[src/rtl/jk_bank_sequencer.sv]
// jk_bank_sequencer
//   Command-driven controller for a bank of WIDTH JK flip-flops. Each RUN cycle
//   it computes the J/K drive that loads, clears or steps the bank as a
//   modulo-(MAX_COUNT+1) up/down counter. The bank state changes only through
//   the JK cell equation q_next = (J & ~q) | (~K & q).
//
//   Optional feature: define JK_PAUSE_EN to add the 'pause' input, which
//   stalls the RUN state (J=K=0, step counter frozen, no done/wrap).
//
// Ports
//   clk        rising-edge clock
//   reset      asynchronous active-high reset
//   pause      (JK_PAUSE_EN only) stall RUN while high
//   cmd_valid  command present
//   cmd_ready  controller idle and able to accept a command
//   cmd_op     00 LOAD, 01 COUNT_UP, 10 COUNT_DN, 11 CLEAR
//   cmd_data   load value (LOAD)
//   cmd_len    number of count steps (COUNT ops)
//   q          JK bank outputs
//   j_out      J drive currently applied to the bank
//   k_out      K drive currently applied to the bank
//   busy       controller not idle
//   done       one-cycle pulse when a command completes
//   wrap       one-cycle pulse coincident with a wrapped q value
module jk_bank_sequencer #(
  parameter int unsigned WIDTH     = 4,
  parameter int unsigned MAX_COUNT = 9,
  parameter int unsigned LEN_W     = 8
) (
  input  logic             clk,
  input  logic             reset,
`ifdef JK_PAUSE_EN
  input  logic             pause,
`endif
  input  logic             cmd_valid,
  output logic             cmd_ready,
  input  logic [1:0]       cmd_op,
  input  logic [WIDTH-1:0] cmd_data,
  input  logic [LEN_W-1:0] cmd_len,
  output logic [WIDTH-1:0] q,
  output logic [WIDTH-1:0] j_out,
  output logic [WIDTH-1:0] k_out,
  output logic             busy,
  output logic             done,
  output logic             wrap
);

  typedef enum logic [1:0] {
    IDLE = 2'd0,
    RUN  = 2'd1,
    DONE = 2'd2
  } state_t;

  localparam logic [1:0] OP_LOAD  = 2'b00;
  localparam logic [1:0] OP_UP    = 2'b01;
  localparam logic [1:0] OP_CLEAR = 2'b11;

  localparam logic [WIDTH-1:0] MAX_V = WIDTH'(MAX_COUNT);

  state_t           state, state_nx;
  logic [1:0]       op_r;
  logic [WIDTH-1:0] data_r;
  logic [LEN_W-1:0] cnt, cnt_nx;
  logic [WIDTH-1:0] j_c, k_c, t_c, q_nx;
  logic             done_nx, wrap_nx;
  logic             stall;

`ifdef JK_PAUSE_EN
  assign stall = pause;
`else
  assign stall = 1'b0;
`endif

  // Next-state, J/K drive and pulse generation
  always_comb begin
    state_nx = state;
    cnt_nx   = cnt;
    done_nx  = 1'b0;
    wrap_nx  = 1'b0;
    j_c      = '0;
    k_c      = '0;
    t_c      = q;
    case (state)
      IDLE: begin
        if (cmd_valid) begin
          state_nx = RUN;
          cnt_nx   = cmd_len;
        end
      end
      RUN: begin
        if (!stall) begin
          case (op_r)
            OP_LOAD: begin
              j_c      = data_r;
              k_c      = ~data_r;
              state_nx = DONE;
              done_nx  = 1'b1;
            end
            OP_CLEAR: begin
              k_c      = '1;
              state_nx = DONE;
              done_nx  = 1'b1;
            end
            default: begin
              if (cnt == '0) begin
                // zero-length count: one idle RUN cycle, bank untouched
                state_nx = DONE;
                done_nx  = 1'b1;
              end else begin
                if (op_r == OP_UP) begin
                  t_c     = (q >= MAX_V) ? WIDTH'(0) : q + WIDTH'(1);
                  wrap_nx = (t_c == WIDTH'(0));
                end else begin
                  t_c     = (q == WIDTH'(0) || q > MAX_V) ? MAX_V : q - WIDTH'(1);
                  wrap_nx = (t_c == MAX_V);
                end
                // toggle encoding: J=K=1 exactly on the bits that must flip
                j_c    = q ^ t_c;
                k_c    = q ^ t_c;
                cnt_nx = cnt - LEN_W'(1);
                if (cnt == LEN_W'(1)) begin
                  state_nx = DONE;
                  done_nx  = 1'b1;
                end
              end
            end
          endcase
        end
      end
      DONE:    state_nx = IDLE;
      default: state_nx = IDLE;
    endcase
  end

  // JK cell equation for the whole bank
  assign q_nx = (j_c & ~q) | (~k_c & q);

  // State, bank and pulse registers
  always_ff @(posedge clk or posedge reset) begin
    if (reset) begin
      state  <= IDLE;
      op_r   <= 2'b00;
      data_r <= '0;
      cnt    <= '0;
      q      <= '0;
      done   <= 1'b0;
      wrap   <= 1'b0;
    end else begin
      state <= state_nx;
      cnt   <= cnt_nx;
      q     <= q_nx;
      done  <= done_nx;
      wrap  <= wrap_nx;
      if (state == IDLE && cmd_valid) begin
        op_r   <= cmd_op;
        data_r <= cmd_data;
      end
    end
  end

  assign j_out     = j_c;
  assign k_out     = k_c;
  assign busy      = (state != IDLE);
  assign cmd_ready = (state == IDLE);

endmodule

[config.mk]
export PLATFORM = sky130hd
export DESIGN_NAME = jk_bank_sequencer
export DESIGN_NICKNAME = d
export VERILOG_FILES = /design/src/rtl/jk_bank_sequencer.sv
export SDC_FILE = /design/constraint.sdc
export NUM_CORES = 1
export LEC_CHECK = 0
export ABC_AREA = 1
export CORE_UTILIZATION = 38
export DETAILED_ROUTE_END_ITERATION = 8
export MAX_ROUTING_LAYER = met4
export PLACE_DENSITY = 0.7
export SETUP_SLACK_MARGIN = 0.2
export SYNTH_ARGS = -nofsm -noshare
export SYNTH_HDL_FRONTEND = slang
export SYNTH_SLANG_ARGS = --single-unit
[constraint.sdc]
create_clock -name clk -period 2.28 [get_ports clk]
set_clock_uncertainty 0.2 [all_clocks]
set_input_delay 0.456 -clock clk [delete_from_list [all_inputs] [get_ports clk]]
set_output_delay 0.456 -clock clk [all_outputs]
set_load 0.02 [all_outputs]
==> metrics.yaml, run 1 <==
status:
  status: "finished, violations left"
  violations: "setup timing"
place:
  port_buffers: 32
  dpl_cell_area_mm2: 0.00241
  hpwl_um: 3240
  gp_congestion: 0.909
  post-place-cells: 343
worst_setup_path:
  critPathSlowestCell: "dfrtp_2"
  start_kind: "register"
  critical-path-max-stage-delay_ns: 0.46
  rr_startpoint: "q[0]"
  path_cells: "inv_4 -> ha_4 -> nand2_4 -> nand2_4 -> nand2_4 -> nor2_4 -> nand2_2 -> nand3_2 -> nand3_2 -> nand2_2 -> nand2_2 -> nor2_4 -> buf_6"
  crit_arrival_ns: 1.92
  crit_path_max_fanout: 4
  cp-startpoint: "q[0]"
  criticalPathCategory: "register to primary output"
  end_kind: "primary output"
  required_ns: 1.62
cts:
  htree_levels: 1
  ctsHoldBuffers: 0
  cts.sinks: 22
  clk_pin_slew_ns: 0.09
  numCtsBuffers: 3
  cts_buffer_depth: 2
  cts_tree: "done"
  clock_latency_ns: 0.27
  clockRootBuffer: "clkbuf_8"
global_routing:
  grt_max_degree: 23
  track_usage_pct: 21.4
  antenna_found_initial: 0
  grt_overflow: 0
  grt_pass1_vias: 1622
  grt_pass1_wl_um: 7270
run:
  cap_violations: 0
die:
  start_util_pct: 40.9
  num_rows: 23
  die_w_um: 68.6
  die_h_um: 68.6
  io_pins: 33
  core_mm2: 0.00412
  dieArea_mm2: 0.00470
routing:
  via_per_inst: 5.02
  drc_errors: 0
  drt_iter0_drc: 110
  drt_wl_total_um: 4670
  ant_nets: 0
  num_vias: 1813
  wire_per_inst_um: 12.9
  first_pass_iters: 4
pwr:
  leakage_nw: 1.35
  power_mw: 4.92
  powerDensity_mw_per_mm2: 1780
  ir_drop_uv: 723
final_layout:
  final_core_util_pct: 67.3
  final_cells: 361
  fillers: 327
  num-nets-final: 337
  drive_above_1_share_pct: 46.3
  design_area_mm2: 0.00277
  antenna-diode-count: 0
  area_growth_pct: 64.6
sta:
  rsz0062_at_grt: "true"
  slew_headroom_pct: 67.8
  finalSetupViolations: 9
  finalCriticalPeriod_ns: 2.58
  slew_viol_final: 0
  worst-slew-pin-transition_ns: 0.482
  hold_viol: 0
  fin_worst_hold_slack_ns: 0.315
  setup_ws_ns: -0.298
  fmax_mhz: 388
  min_period_over_period_pct: 113
yosys:
  synth_compound_area_share_pct: 13.7
  ys_types: 33
  synth_simple_gate_area_share_pct: 32.5
  synthXorXnorAreaFrac_pct: 1.04
  netlist_top_cells_area: "dfrtp_1, nand3_1, nand2_1, inv_1, ha_1"
  synth_area_mm2: 0.00168
  synth-seq-cells: 22
  synthMuxAreaShare_pct: 2.01
  yosys.cell_count.top_type: "nand2_1"
  async_reset_ff_share_pct: 100
  synthAdderAreaFrac_pct: 5.94
  synth_commonest_cells: "nand2_1, inv_1, nand3_1"
  synth_edf_count: 0
  synth_fp_nets: 250
  syn_inst: 225
  yosys_warnings: 0
  ys_seq_area_share_pct: 32.7
  synth_top_family_by_area: "simple AND/OR/NAND/NOR gates"
  synthFlopType: "dfrtp_1"
  synth.top_cell.area_share_pct: 32.7
  syn_avg_cell_area_um2: 7.48
  synth_top_area_cell: "dfrtp_1"
min_path:
  hold_class: "input pin to async pin"
==> what timing repair did <==
action / 4_1_cts / 5_1_grt
pin swaps: 13 / 13
endpoints found under the setup margin: 13 / 17
setup buffers: 12 / 2
gates resized for setup: 61 / 35
==> cells in the final DEF, fill, tap and decap left out, types with 5 or more instances in the layout <==
cell,instances
nand3_2,12
nand2_1,30
o21ai_1,6
nand2_2,13
o21ai_0,11
a21oi_1,11
buf_4,56
inv_2,9
inv_1,21
buf_6,9
nand3_1,18
nor2_1,9
clkdlybuf4s50_1,18
nor2_4,8
nand2_4,5
dfrtp_1,18
==> final cells by class <==
cell class / count / area [um2] / share of cell area [%]
Tap cell: 50 / 62.6 / 2.26
Clock inverter: 1 / 30.0 / 1.08
Sequential cell: 22 / 556 / 20.0
Multi-Input combinational cell: 160 / 1150 / 41.6
Inverter: 35 / 146 / 5.28
Timing Repair Buffer: 90 / 783 / 28.3
Clock buffer: 3 / 41.3 / 1.49
==> registers in the layout, summed over array words and instances, names as in the netlist <==
name	cells
q	4
wrap	1
data_r	4
cnt	8
state	2
done	1
op_r	2
==> routing by layer <==
metal | vias to the layer above | track usage, % | routed length [um]
li1 | 908 | - | -
met1 | 838 | 28.3 | 2040
met2 | 52 | 34.6 | 2290
met3 | 15 | 3.13 | 177
met4 | 0 | 4.69 | 164
met5 | - | - | 0
==> path summary, 6_finish.rpt <==
path	to	slack [ns]	depth (start not counted)
worst min-delay path	data_r[0]	0.31	3
worst max register to register	q[2]	-0.21	18
worst max-delay path	j_out[2]	-0.30	13
max in group asynchronous	q[2]	1.31	3
worst min register to register	data_r[3]	0.35	2
min in group clk	data_r[3]	0.35	2
==> kinds of logic (layout without fill, tap and decap cells) <==
group / Yosys count / in the layout
buffers and inverters: 43 / 129
and+or+nand+nor: 108 / 108
muxes: 3 / 3
DFF: 22 / 22
adders and majority gates: 8 / 8
AOI/OAI and AO/OA: 39 / 39
xor gates and xnor gates: 2 / 2
==> report_power, final <==
part           switching [mW]  total, mW  internal [mW]
Clock                   0.138      0.372          0.235
Sequential              0.178      0.763          0.585
Combinational            2.01       3.79           1.78
==> through the flow <==
stage	setup WS, ns	TNS (ns)
2_1_floorplan	0.0940	0
3_3_place_gp	-0.434	-3.12
3_5_place_dp	-0.482	-3.35
4_1_cts	-0.244	-1.76
5_1_grt	-0.418	-3.08
6_report	-0.298	-2.12
==> critical path: cells and delay by family, from the launching register on <==
kind,cells,cell delay (ns)
fa+ha+maj,1,0.15
buf+inv,2,0.19
flops,1,0.46
simple gates,10,0.84
No activity file was read; power rests on OpenSTA's default activity.
==> run 2: changes to the inputs <==
Settings changed: CORE_UTILIZATION 38 to 52, PLACE_DENSITY 0.7 to 0.88.
==> run 2 against run 1 <==
Effect of this change:
- the run still ends with setup timing left
- first-iteration DRC count up 73%
- sequential power up 0.9%
- critical path depth down 2
- utilization up 21 points
- cell area down 2.9%
- worst hold slack worse by 0.12 ns
- global-route usage up 14 points
- largest cell class unchanged
- wire length up 35%
- fmax down 9.9%
==> metrics.yaml, run 2 (synthesis results as in run 1) <==
worst_setup_path:
  critPathSlowestCell: "dfrtp_2"  # unchanged
  crit_arrival_ns: 2.20  # was 1.92 ns
  critical-path-max-stage-delay_ns: 0.50  # was 0.46 ns
  r2r_slack_ns: -0.44  # was -0.21 ns
  start_kind: "register"  # unchanged
  path_cells: "inv_4 -> ha_4 -> o21ai_0 -> nand3_1 -> nand2_1 -> nand2_1 -> nand3_2 -> nand2_4 -> nand2_2 -> nor2_4 -> buf_6"  # was inv_4 -> ha_4 -> nand2_4 -> nand2_4 -> nand2_4 -> nor2_4 -> nand2_2 -> nand3_2 -> nand3_2 -> nand2_2 -> nand2_2 -> nor2_4 -> buf_6
  required_ns: 1.62  # about the same
  crit_path_max_fanout: 6  # was 4
  criticalPathCategory: "register to primary output"  # unchanged
  end_kind: "primary output"  # unchanged
  cpMostUsedCell: "nand2_1"
die:
  start_util_pct: 55.2  # was 40.9%
  die_w_um: 58.9  # was 68.6 um
  core_mm2: 0.00305  # was 0.00412 mm2
  num_rows: 20  # was 23
  die_h_um: 58.9  # was 68.6 um
  dieArea_mm2: 0.00347  # was 0.00470 mm2
  io_pins: 33  # unchanged
sta:
  setup_ws_ns: -0.581  # was -0.298 ns
  finalSetupViolations: 10  # was 9
  fin_worst_hold_slack_ns: 0.198  # was 0.315 ns
  finalCriticalPeriod_ns: 2.86  # was 2.58 ns
  slew_headroom_pct: 74.5  # was 67.8%
  slew_viol_final: 0  # unchanged
  rsz0062_at_grt: "true"  # unchanged
  worst-slew-pin-transition_ns: 0.382  # was 0.482 ns
  min_period_over_period_pct: 125  # was 113%
  fmax_mhz: 350  # was 388 MHz
  hold_viol: 0  # unchanged
pwr:
  power_mw: 5.07  # was 4.92 mW
  leakage_nw: 1.33  # was 1.35 nW
  powerDensity_mw_per_mm2: 1880  # was 1780 mW/mm2
  p_sw_mw: 2.59  # was 2.32 mW
  ir_drop_uv: 1040  # was 723 uV
  internal_power_mw: 2.48  # was 2.60 mW
  combPwrFrac_pct: 81.2  # was 76.9%
  clkPwrFrac_pct: 3.6  # was 7.6%
  sw_frac_of_total_pct: 51.0  # was 47.2%
  power_frac_seq_pct: 15.2  # was 15.5%
routing:
  drc_errors: 0  # unchanged
  ant_nets: 0  # unchanged
  via_per_inst: 5.92  # was 5.02
  first_pass_iters: 5  # was 4
  wire_per_inst_um: 17.6  # was 12.9 um
  drt_wl_total_um: 6310  # was 4670 um
  drt_iter0_drc: 190  # was 110
  num_vias: 2119  # was 1813
cts:
  ctsHoldBuffers: 0  # unchanged
  clock_latency_ns: 0.31  # was 0.27 ns
  htree_levels: 1  # unchanged
  clk_pin_slew_ns: 0.13  # was 0.09 ns
  cts_buffer_depth: 2  # unchanged
  cts.sinks: 22  # unchanged
  clockRootBuffer: "clkbuf_4"  # was clkbuf_8
  cts_tree: "done"  # unchanged
  numCtsBuffers: 3  # unchanged
place:
  gp_congestion: 0.887  # was 0.909
  hpwl_um: 3510  # was 3240 um
  port_buffers: 32  # unchanged
global_routing:
  track_usage_pct: 35.5  # was 21.4%
  grt_overflow: 0  # unchanged
  grt_pass1_vias: 1984  # was 1622
  grt_pass1_wl_um: 8850  # was 7270 um
  antenna_found_initial: 0  # unchanged
  grt_max_degree: 17  # was 23
final_layout:
  most-common-layout-cells: "buf_4, nand2_1, inv_1, nand3_1"  # was buf_4, nand2_1, inv_1
  regMostFlops: "cnt"  # unchanged
  drive_above_1_share_pct: 44.9  # was 46.3%
  largest_register_ffs: 8  # unchanged
  reg.largest.list: "cnt (8), data_r (4), q (4)"  # unchanged
  final_common_cell: "buf_4"  # unchanged
  area_growth_pct: 59.8  # was 64.6%
  num-nets-final: 341  # was 337
  antenna-diode-count: 0  # unchanged
status:
  status: "finished, violations left"  # unchanged
  violations: "setup timing"  # unchanged
run:
  cap_violations: 0  # unchanged
min_path:
  hold_class: "input pin to async pin"  # unchanged
==> run 2: layout make-up <==
class	instances	area, um2
Inverter	35	144
Multi-Input combinational cell	160	1110
Sequential cell	22	556
Tap cell	44	55.1
Clock buffer	3	22.5
Fill cell	146	362
Timing Repair Buffer	94	800
==> run 2: repair_timing <==
action | in CTS | in global routing
buffers inserted | 11 | 5
resized for setup | 60 | 29
setup endpoints to repair | 13 | 19
pin swaps | 9 | 16
==> run 2: metrics by stage <==
step / setup slack (ns) / instances / setup TNS [ns] / area [um2] / util, %
6_report: -0.581 / 358 / -4.12 / 2690 / 88.2
5_1_grt: -0.681 / 358 / -4.78 / 2690 / 88.2
4_1_cts: -0.346 / 353 / -2.64 / 2530 / 82.9
3_5_place_dp: -0.445 / 339 / -3.32 / 2400 / 78.6
3_3_place_gp: -0.408 / 339 / -3.02 / 2400 / 78.6
2_1_floorplan: 0.0940 / 225 / 0 / 1740 / -
==> run 2: critical path: cells and delay by family (launching register included) <==
kind	cells	cell delay (ns)
AOI/OAI and AO/OA	1	0.27
adders and majority gates	1	0.17
DFF	1	0.50
buffers and inverters	2	0.20
and+or+nand+nor	7	0.76
==> run 2: power by group through the flow <==
stage,Clock [mW],Sequential [mW],Combinational (mW)
floorplan,0,0.767,1.96
global placement,0,0.735,3.09
detailed placement,0,0.748,3.18
CTS,0.179,0.747,3.40
global route,0.191,0.790,4.35
finish,0.182,0.770,4.12
==> run 2: path summary, 6_finish.rpt <==
kind / end / cells past startpoint / start
worst max-delay path: j_out[2] / 11 / q[0]
worst min-delay path: q[3] / 2 / reset
worst max register to register: q[3] / 19 / q[0]
worst min register to register: data_r[1] / 1 / data_r[1]
max in group asynchronous: q[2] / 3 / reset
min in group clk: data_r[1] / 1 / data_r[1]
==> run 2: metal layers <==
layer  GRT usage, %  share of wire, %  vias up
li1               -                 -      917
met1           39.7                37      994
met2           60.2                49      155
met3           5.93               7.3       53
met4           19.4               6.3        0
met5              -                 0        -
